## config.mk

```make
export PLATFORM = sky130hd
export DESIGN_NAME = timer_controller
export DESIGN_NICKNAME = d
export VERILOG_FILES = /design/src/rtl/timer_controller.sv
export SDC_FILE = /design/constraint.sdc
export NUM_CORES = 1
export LEC_CHECK = 0
export ABC_AREA = 1
export BUFFER_PORTS_ARGS = -buffer_cell sky130_fd_sc_hd__buf_2
export CAP_MARGIN = 30
export CORE_MARGIN = 10
export CORE_UTILIZATION = 50
export DETAILED_ROUTE_END_ITERATION = 10
export PLACE_DENSITY = 0.72
export SLEW_MARGIN = 25
export SYNTH_ARGS = -nofsm -noshare
export SYNTH_HDL_FRONTEND = slang
export SYNTH_SLANG_ARGS = --single-unit
```

## constraint.sdc

```tcl
create_clock -name clk -period 3.2 [get_ports clk]
set_input_delay 0.32 -clock clk [delete_from_list [all_inputs] [get_ports clk]]
set_output_delay 0.32 -clock clk [all_outputs]
set_load 0.02 [all_outputs]
```

## src/rtl/timer_controller.sv

```systemverilog
// -----------------------------------------------------------------------------
// timer_controller
//   Programmable timer built around an N-bit up-counter. The counter advances
//   once every (prescale+1) clock cycles and wraps at the programmed terminal
//   count P. In one-shot mode a single period completes the run. In periodic
//   mode the run repeats until it is stopped.
//
// Ports
//   clk       system clock; all logic runs on the rising edge
//   reset     synchronous, active-high; overrides every other input
//   start     level; launches a run from IDLE
//   stop      level; aborts a run and wins over a same-cycle start
//   mode      0 = one-shot, 1 = periodic (latched at start)
//   period    terminal count P, latched at start; P = 0 never launches a run
//   prescale  divider S, latched at start; count advances every S+1 cycles
//   count     current count, 0..P-1
//   busy      high while running
//   tick      one-cycle pulse on every period completion
//   done      one-cycle pulse when a one-shot run completes
// -----------------------------------------------------------------------------
module timer_controller #(
  parameter int unsigned N       = 8,
  parameter int unsigned PRESC_W = 4
) (
  input  logic               clk,
  input  logic               reset,
  input  logic               start,
  input  logic               stop,
  input  logic               mode,
  input  logic [N-1:0]       period,
  input  logic [PRESC_W-1:0] prescale,
  output logic [N-1:0]       count,
  output logic               busy,
  output logic               tick,
  output logic               done
);

  typedef enum logic [1:0] {
    IDLE = 2'd0,
    RUN  = 2'd1,
    DONE = 2'd2
  } state_e;

  state_e             state_q,  state_d;
  logic [N-1:0]       count_q,  count_d;
  logic [PRESC_W-1:0] pre_q,    pre_d;
  logic [N-1:0]       period_q, period_d;
  logic [PRESC_W-1:0] presc_q,  presc_d;
  logic               mode_q,   mode_d;
  logic               busy_q,   busy_d;
  logic               tick_q,   tick_d;
  logic               done_q,   done_d;

  logic               en;
  logic               terminal;

  // Prescaler strobe: one count step per (S+1) cycles of RUN.
  assign en       = (pre_q == presc_q);
  assign terminal = (count_q == period_q - 1'b1);

  always_comb begin
    state_d  = state_q;
    count_d  = count_q;
    pre_d    = pre_q;
    period_d = period_q;
    presc_d  = presc_q;
    mode_d   = mode_q;
    tick_d   = 1'b0;
    done_d   = 1'b0;

    unique case (state_q)
      IDLE: begin
        if (start && !stop && (period != '0)) begin
          period_d = period;
          presc_d  = prescale;
          mode_d   = mode;
          count_d  = '0;
          pre_d    = '0;
          state_d  = RUN;
        end
      end

      RUN: begin
        // stop outranks a same-cycle terminal event, so no tick/done leaks out
        if (stop) begin
          count_d = '0;
          pre_d   = '0;
          state_d = IDLE;
        end else begin
          pre_d = en ? '0 : pre_q + 1'b1;
          if (en) begin
            if (terminal) begin
              count_d = '0;
              tick_d  = 1'b1;
              if (!mode_q) begin
                done_d  = 1'b1;
                state_d = DONE;
              end
            end else begin
              count_d = count_q + 1'b1;
            end
          end
        end
      end

      DONE: begin
        count_d = '0;
        pre_d   = '0;
        state_d = IDLE;
      end

      default: begin
        count_d = '0;
        pre_d   = '0;
        state_d = IDLE;
      end
    endcase

    // busy is registered alongside the state so that it reflects the new state
    busy_d = (state_d == RUN);
  end

  always_ff @(posedge clk) begin
    if (reset) begin
      state_q  <= IDLE;
      count_q  <= '0;
      pre_q    <= '0;
      period_q <= '0;
      presc_q  <= '0;
      mode_q   <= 1'b0;
      busy_q   <= 1'b0;
      tick_q   <= 1'b0;
      done_q   <= 1'b0;
    end else begin
      state_q  <= state_d;
      count_q  <= count_d;
      pre_q    <= pre_d;
      period_q <= period_d;
      presc_q  <= presc_d;
      mode_q   <= mode_d;
      busy_q   <= busy_d;
      tick_q   <= tick_d;
      done_q   <= done_d;
    end
  end

  assign count = count_q;
  assign busy  = busy_q;
  assign tick  = tick_q;
  assign done  = done_q;

endmodule

```

==> results of run 1 <==
[layer usage]
metal | up-vias | GRT usage [%]
met5 | - | 0
met4 | 0 | 3.28
met3 | 5 | 5.88
met2 | 37 | 18.9
met1 | 686 | 17.8
li1 | 865 | -
[logic make-up after synthesis]
| logic type | count (synthesis) | synth area share (%) |
|---|---|---|
| AND/OR/NAND/NOR | 134 | 36.8 |
| AO/OA/AOI/OAI | 44 | 13.8 |
| XOR/XNOR | 4 | 2.10 |
| buffers and inverters | 37 | 9.14 |
| flip-flops | 30 | 36.0 |
| adder cells (fa/ha/maj) | 3 | 2.25 |
[cells in the final DEF (no fill, tap or decap), drive strengths merged]
master and count:
a21oi 25, buf 27, clkbuf 8, dfxtp 30
ha 3, inv 31, nand2 74, nand3 22
nand4 2, nor2 28, nor3 6, nor4 1
o21ai 18, o21bai 1, or2 1, xnor2 1
xor2 3
[area by class of cell]
cell class              instances  area share, %
repair buffers                 27           7.10
clock buffers                   8           4.14
multi-input cells             185           48.2
well taps                      44           2.89
flip-flops and latches         30           31.6
inverters                      31           6.11
[path summary, 6_finish.rpt]
kind              cells past startpoint  slack, ps   startpoint           to
setup / recovery                     12       1380  period_q[0]     count[6]
setup reg to reg                     12       1380  period_q[0]     count[6]
hold reg to reg                       2        470   presc_q[0]   presc_q[0]
hold / removal                        2        250        reset  period_q[5]
[registers in the layout, indices dropped and copies added, names as in the netlist]
signal    count
period_q      8
mode_q        1
presc_q       4
count         8
done          1
busy          1
state_q       2
pre_q         4
tick          1
[report_power, final]
group          internal, mW  switching, mW  total, mW
sequential            0.396         0.0186      0.414
clock                 0.150          0.130      0.280
combinational        0.0722          0.133      0.206
[metrics by stage]
stage / setup slack [ps] / cell area [um^2]
6_report: 1380 / 1900
3_5_place_dp: 1420 / 1820
4_1_cts: 1390 / 1900
2_1_floorplan: 1670 / 1670
5_1_grt: 1170 / 1900
3_3_place_gp: 1400 / 1820
[synthesized netlist by cell type, types with 3 or more instances]
| master | count | area (um^2) |
|---|---|---|
| dfxtp_1 | 30 | 601 |
| xor2_1 | 3 | 26.3 |
| inv_2 | 4 | 15.0 |
| nand3_1 | 21 | 105 |
| nand2_2 | 5 | 31.3 |
| o21ai_1 | 6 | 30.0 |
| a21oi_1 | 24 | 120 |
| inv_1 | 27 | 101 |
| nor2_2 | 6 | 37.5 |
| nor3_1 | 5 | 25.0 |
| nand2_1 | 67 | 251 |
| ha_1 | 3 | 37.5 |
| nor2_1 | 21 | 78.8 |
| o21ai_0 | 11 | 55.1 |
==> out/results.txt, run 1 <==
Status: finished clean
Placed Cells incl. Taps: 317
First DRT Iteration DRCs: 111
Routed wl met2: 1530 um
Met3 wire len: 256 um
Rel. slew slack: 69.3%
Setup CP Type: register to register
Most used DFF post-synth: dfxtp_1
Io pins: 28
Slew Viols, Final: 0
Initial antenna violation count: 0
Clock Skew: 16.4 ps
TritonCTS buffer count: 5
Most frequent CP cell: nand2_1
Leakage: 0.846 nW
Final number of hold-violating endpoints: 0
Critical path's top delay family: simple AND/OR/NAND/NOR gates
Drt first pass iters: 4
Synthesis warning total: 0
Synth Net Count: 272
Reg clk slew, reported paths: 100 ps
DRC viols: 0
Worst-case clock buffer depth: 2
Vias/cell: 4.90
Share of layout cells above drive strength 1: 20.6%
Final non-filler cell total: 325
Diode count: 0
Crit-path max cell delay: 420 ps
Antenna-violating nets left: 0
Synthesized flop and latch total: 30
Multi-input gate area: 917 um^2
Number of synthesized flops with an enable pin: 0
CTS sink cnt: 30
CP endpoint kind: register
Slowest-stage cell, CP: dfxtp_1
Cts repair resizes: 0
TritonCTS clock tree: done
Fin crit share: 57.0%
Fmax achieved: 0.548 GHz
Drt total wl: 3720 um
Mapped Cells: 252
Mean area per synthesized cell: 6.63 um^2
First-pass GRT wire length: 6690 um
Cell area after synthesis: 1670 um^2
Post-DP HPWL: 2920 um
Pwr dens: 473 nW/um^2
Syn-to-layout area delta: 13.9%
# rows: 20
Grt ovf: 0
Slew @ Worst Pin: 461 ps
Layout Nets: 300
Netlist cell types: 30
Asr flop ratio synth: 0%
Sequential cell area: 601 um^2
Period minus WS final: 1820 ps
Worst skew pair latency: 330 ps
Largest net degree at the start of global routing: 26
Final hold slack: 250 ps
Final Setup Violations: 0
Tot Pwr: 0.900 mW
CP required: 3410 ps
Mean routed wirelength per cell: 11.5 um
Die extent in x: 77.8 um
Total Neg Setup Slack: 0 ps
Post-synthesis sequential area ratio: 36.0%
Max H-tree Level: 2
Critical-path maximum fanout: 6
Startpoint Class: register
RSZ-0062 raised after global routing: no
Placer congestion estimate: 0.883
CP Buf/Inv Count: 2
Die footprint: 6050 um^2
Fill cells: 326
Vias: 1593
CP Cell Sequence: inv_2 -> ha_1 -> inv_1 -> nand2_1 -> nand2_1 -> nand2_1 -> nand2_1 -> nand3_1 -> nor2_1 -> nand2_2 -> a21oi_2 -> nor2_1
Fin util: 60.8%
Tightest Hold Check Type: primary input to register
CP arrival: 2030 ps
Clk root buf: clkbuf_4
PortBufs: 27
Setup Buffers After CTS: 0
Wl on met1: 1900 um
Die outline height: 77.8 um
Max-cap violations: 0
Peak supply drop: 393 uV
Tot GR Track Use: 13.3%
Max Used Layer: met4
Vias in the first global route: 1461
Core box area: 3130 um^2
# hold bufs at CTS: 0
Starting density of the core: 53.4%
No activity file was read; power rests on OpenSTA's default activity.
==> run 2, diff against run 1 <==
--- a/config.mk
+++ b/config.mk
@@ -11,7 +11,7 @@
 export CORE_MARGIN = 10
 export CORE_UTILIZATION = 50
 export DETAILED_ROUTE_END_ITERATION = 10
-export PLACE_DENSITY = 0.72
+export PLACE_DENSITY = 0.75
 export SLEW_MARGIN = 25
 export SYNTH_ARGS = -nofsm -noshare
 export SYNTH_HDL_FRONTEND = slang
==> constraint.sdc (replaced) <==
create_clock -name clk -period 1.47 [get_ports clk]
set_input_delay 0.147 -clock clk [delete_from_list [all_inputs] [get_ports clk]]
set_output_delay 0.147 -clock clk [all_outputs]
set_load 0.02 [all_outputs]
==> run 2 against run 1 <==
The run now ends with negative setup slack left; flip-flop and latch count unchanged; wire length grew 13%; non-clock buffer count up 20; combinational power rose to 3.0 times the previous value; cell count increased by 5.5%; count of clock-buffer cells in the layout fell by 2; critical path depth decreased by 4.
==> out/results.txt, run 2 (synthesis results as in run 1) <==
Worst Setup SP: period_q[2]
CTS sink cnt: 30
Reg clk slew, reported paths: 90 ps
Clock Skew: 7.16 ps
# hold bufs at CTS: 0
Commonest non-fill, non-tap cell in the layout: nand2_1
Drt first pass iters: 4
Diode count: 0
Failing checks: negative setup slack
Fmax achieved: 0.653 GHz
Fill cells: 298
Die footprint: 6050 um^2
Clk root buf: clkbuf_4
Slew Viols, Final: 0
First DRT Iteration DRCs: 110
Syn-to-layout area delta: 29.7%
Fin crit share: 104%
Largest net degree at the start of global routing: 16
Max-cap violations: 0
Pwr dens: 934 nW/um^2
Hold path startpoint: reset
Drt total wl: 4220 um
Antenna-violating nets left: 0
# rows: 20
Worst skew pair latency: 330 ps
Setup CP Type: register to register
CP arrival: 1760 ps
Final hold slack: 77.8 ps
Slowest-stage cell, CP: dfxtp_1
Worst-case clock buffer depth: 2
Max H-tree Level: 2
Slew @ Worst Pin: 359 ps
Tightest Hold Check Type: primary input to register
Share of layout cells above drive strength 1: 32.8%
Placer congestion estimate: 0.888
Period minus WS final: 1530 ps
Leakage: 0.966 nW
Vias/cell: 4.93
Grt ovf: 0
Initial antenna violation count: 0
Startpoint Class: register
Rel. slew slack: 75.9%
DRC viols: 0
Vias in the first global route: 1613
Io pins: 28
Crit-path max cell delay: 380 ps
Vias: 1691
Post-DP HPWL: 3270 um
Critical-path maximum fanout: 4
Most frequent CP cell: nor2_4
Die outline height: 77.8 um
TritonCTS buffer count: 5
TritonCTS clock tree: done
First-pass GRT wire length: 6970 um
Starting density of the core: 53.4%
Smallest setup slack after layout: -62.2 ps
Area after DPL: 2000 um^2
RSZ-0062 raised after global routing: yes
PortBufs: 27
Core box area: 3130 um^2
Final number of hold-violating endpoints: 0
Commonest non-fill, non-tap cells in the layout: nand2_1, dfxtp_1, buf_2, inv_1, a21oi_1
R2r startpoint: period_q[2]
Mean routed wirelength per cell: 12.3 um
Tot GR Track Use: 14.0%
CP required: 1700 ps
Status: complete, but fails checks
Final Setup Violations: 11
Peak supply drop: 579 uV
Post-Layout Inst Area: 2170 um^2
CP endpoint kind: register
Die extent in x: 77.8 um
CP Cell Sequence: nor2_4 -> nand2_2 -> o21ai_1 -> nand3_2 -> nor2_4 -> nand2_4 -> a21oi_4 -> nor2_2
Layout Nets: 320
run 2: changes by cell type in the layout (fill, tap and decap cells not counted), sizes merged:
cell,change
buf,+20
clkbuf,-2
run 2: cell type report:
cell class | count | area [um^2] | share of cell area, %
clock buffer | 6 | 51.3 | 2.37
sequential | 30 | 604 | 27.9
timing repair buffer | 47 | 314 | 14.5
inverter | 31 | 116 | 5.37
multi-input combinational | 185 | 1030 | 47.3
tap | 44 | 55.1 | 2.54
run 2: power breakdown:
part           switching [mW]  internal, mW
Clock                   0.274         0.215
Combinational           0.370         0.259
Sequential             0.0430         0.863
run 2: worst paths after layout:
| kind | end | slack, ps | cells after the start |
|---|---|---|---|
| min | state_q[0] | 80 | 2 |
| min reg2reg | presc_q[1] | 470 | 2 |
| max reg2reg | count[7] | -60 | 8 |
| max | count[7] | -60 | 8 |
run 2: per-stage QoR:
stage | instances | worst slack [ps] | total power [mW] | utilization, % | TNS (ps)
after detailed placement | 336 | -133 | 1.46 | 63.9 | -917
after global routing | 343 | -188 | 2.15 | 69.3 | -1850
after global placement | 336 | -23.0 | 1.45 | 63.9 | -129
after floorplan | 252 | 12.0 | 1.28 | - | 0
after CTS | 342 | -44.4 | 1.99 | 67.4 | -179
final | 343 | -62.2 | 2.02 | 69.3 | -421
run 2: critical path: cells and delay by family, from the launching register on:
family,cells,cell delay [ps]
compound gates,2,370
flops,1,380
simple gates,6,680
run 2: what timing repair did:
| action | in CTS | in global routing |
|---|---|---|
| setup buffers | 0 | 1 |
| pin swaps | 4 | 2 |
| gates resized for setup | 13 | 15 |
| setup endpoints to repair | 13 | 13 |
run 2: routing by layer:
metal	vias up	routed length [um]	global-route usage, %
li1	903	-	-
met1	727	1990	16.7
met2	51	1880	22.2
met3	10	262	5.76
met4	0	90	4.56
met5	-	0	0
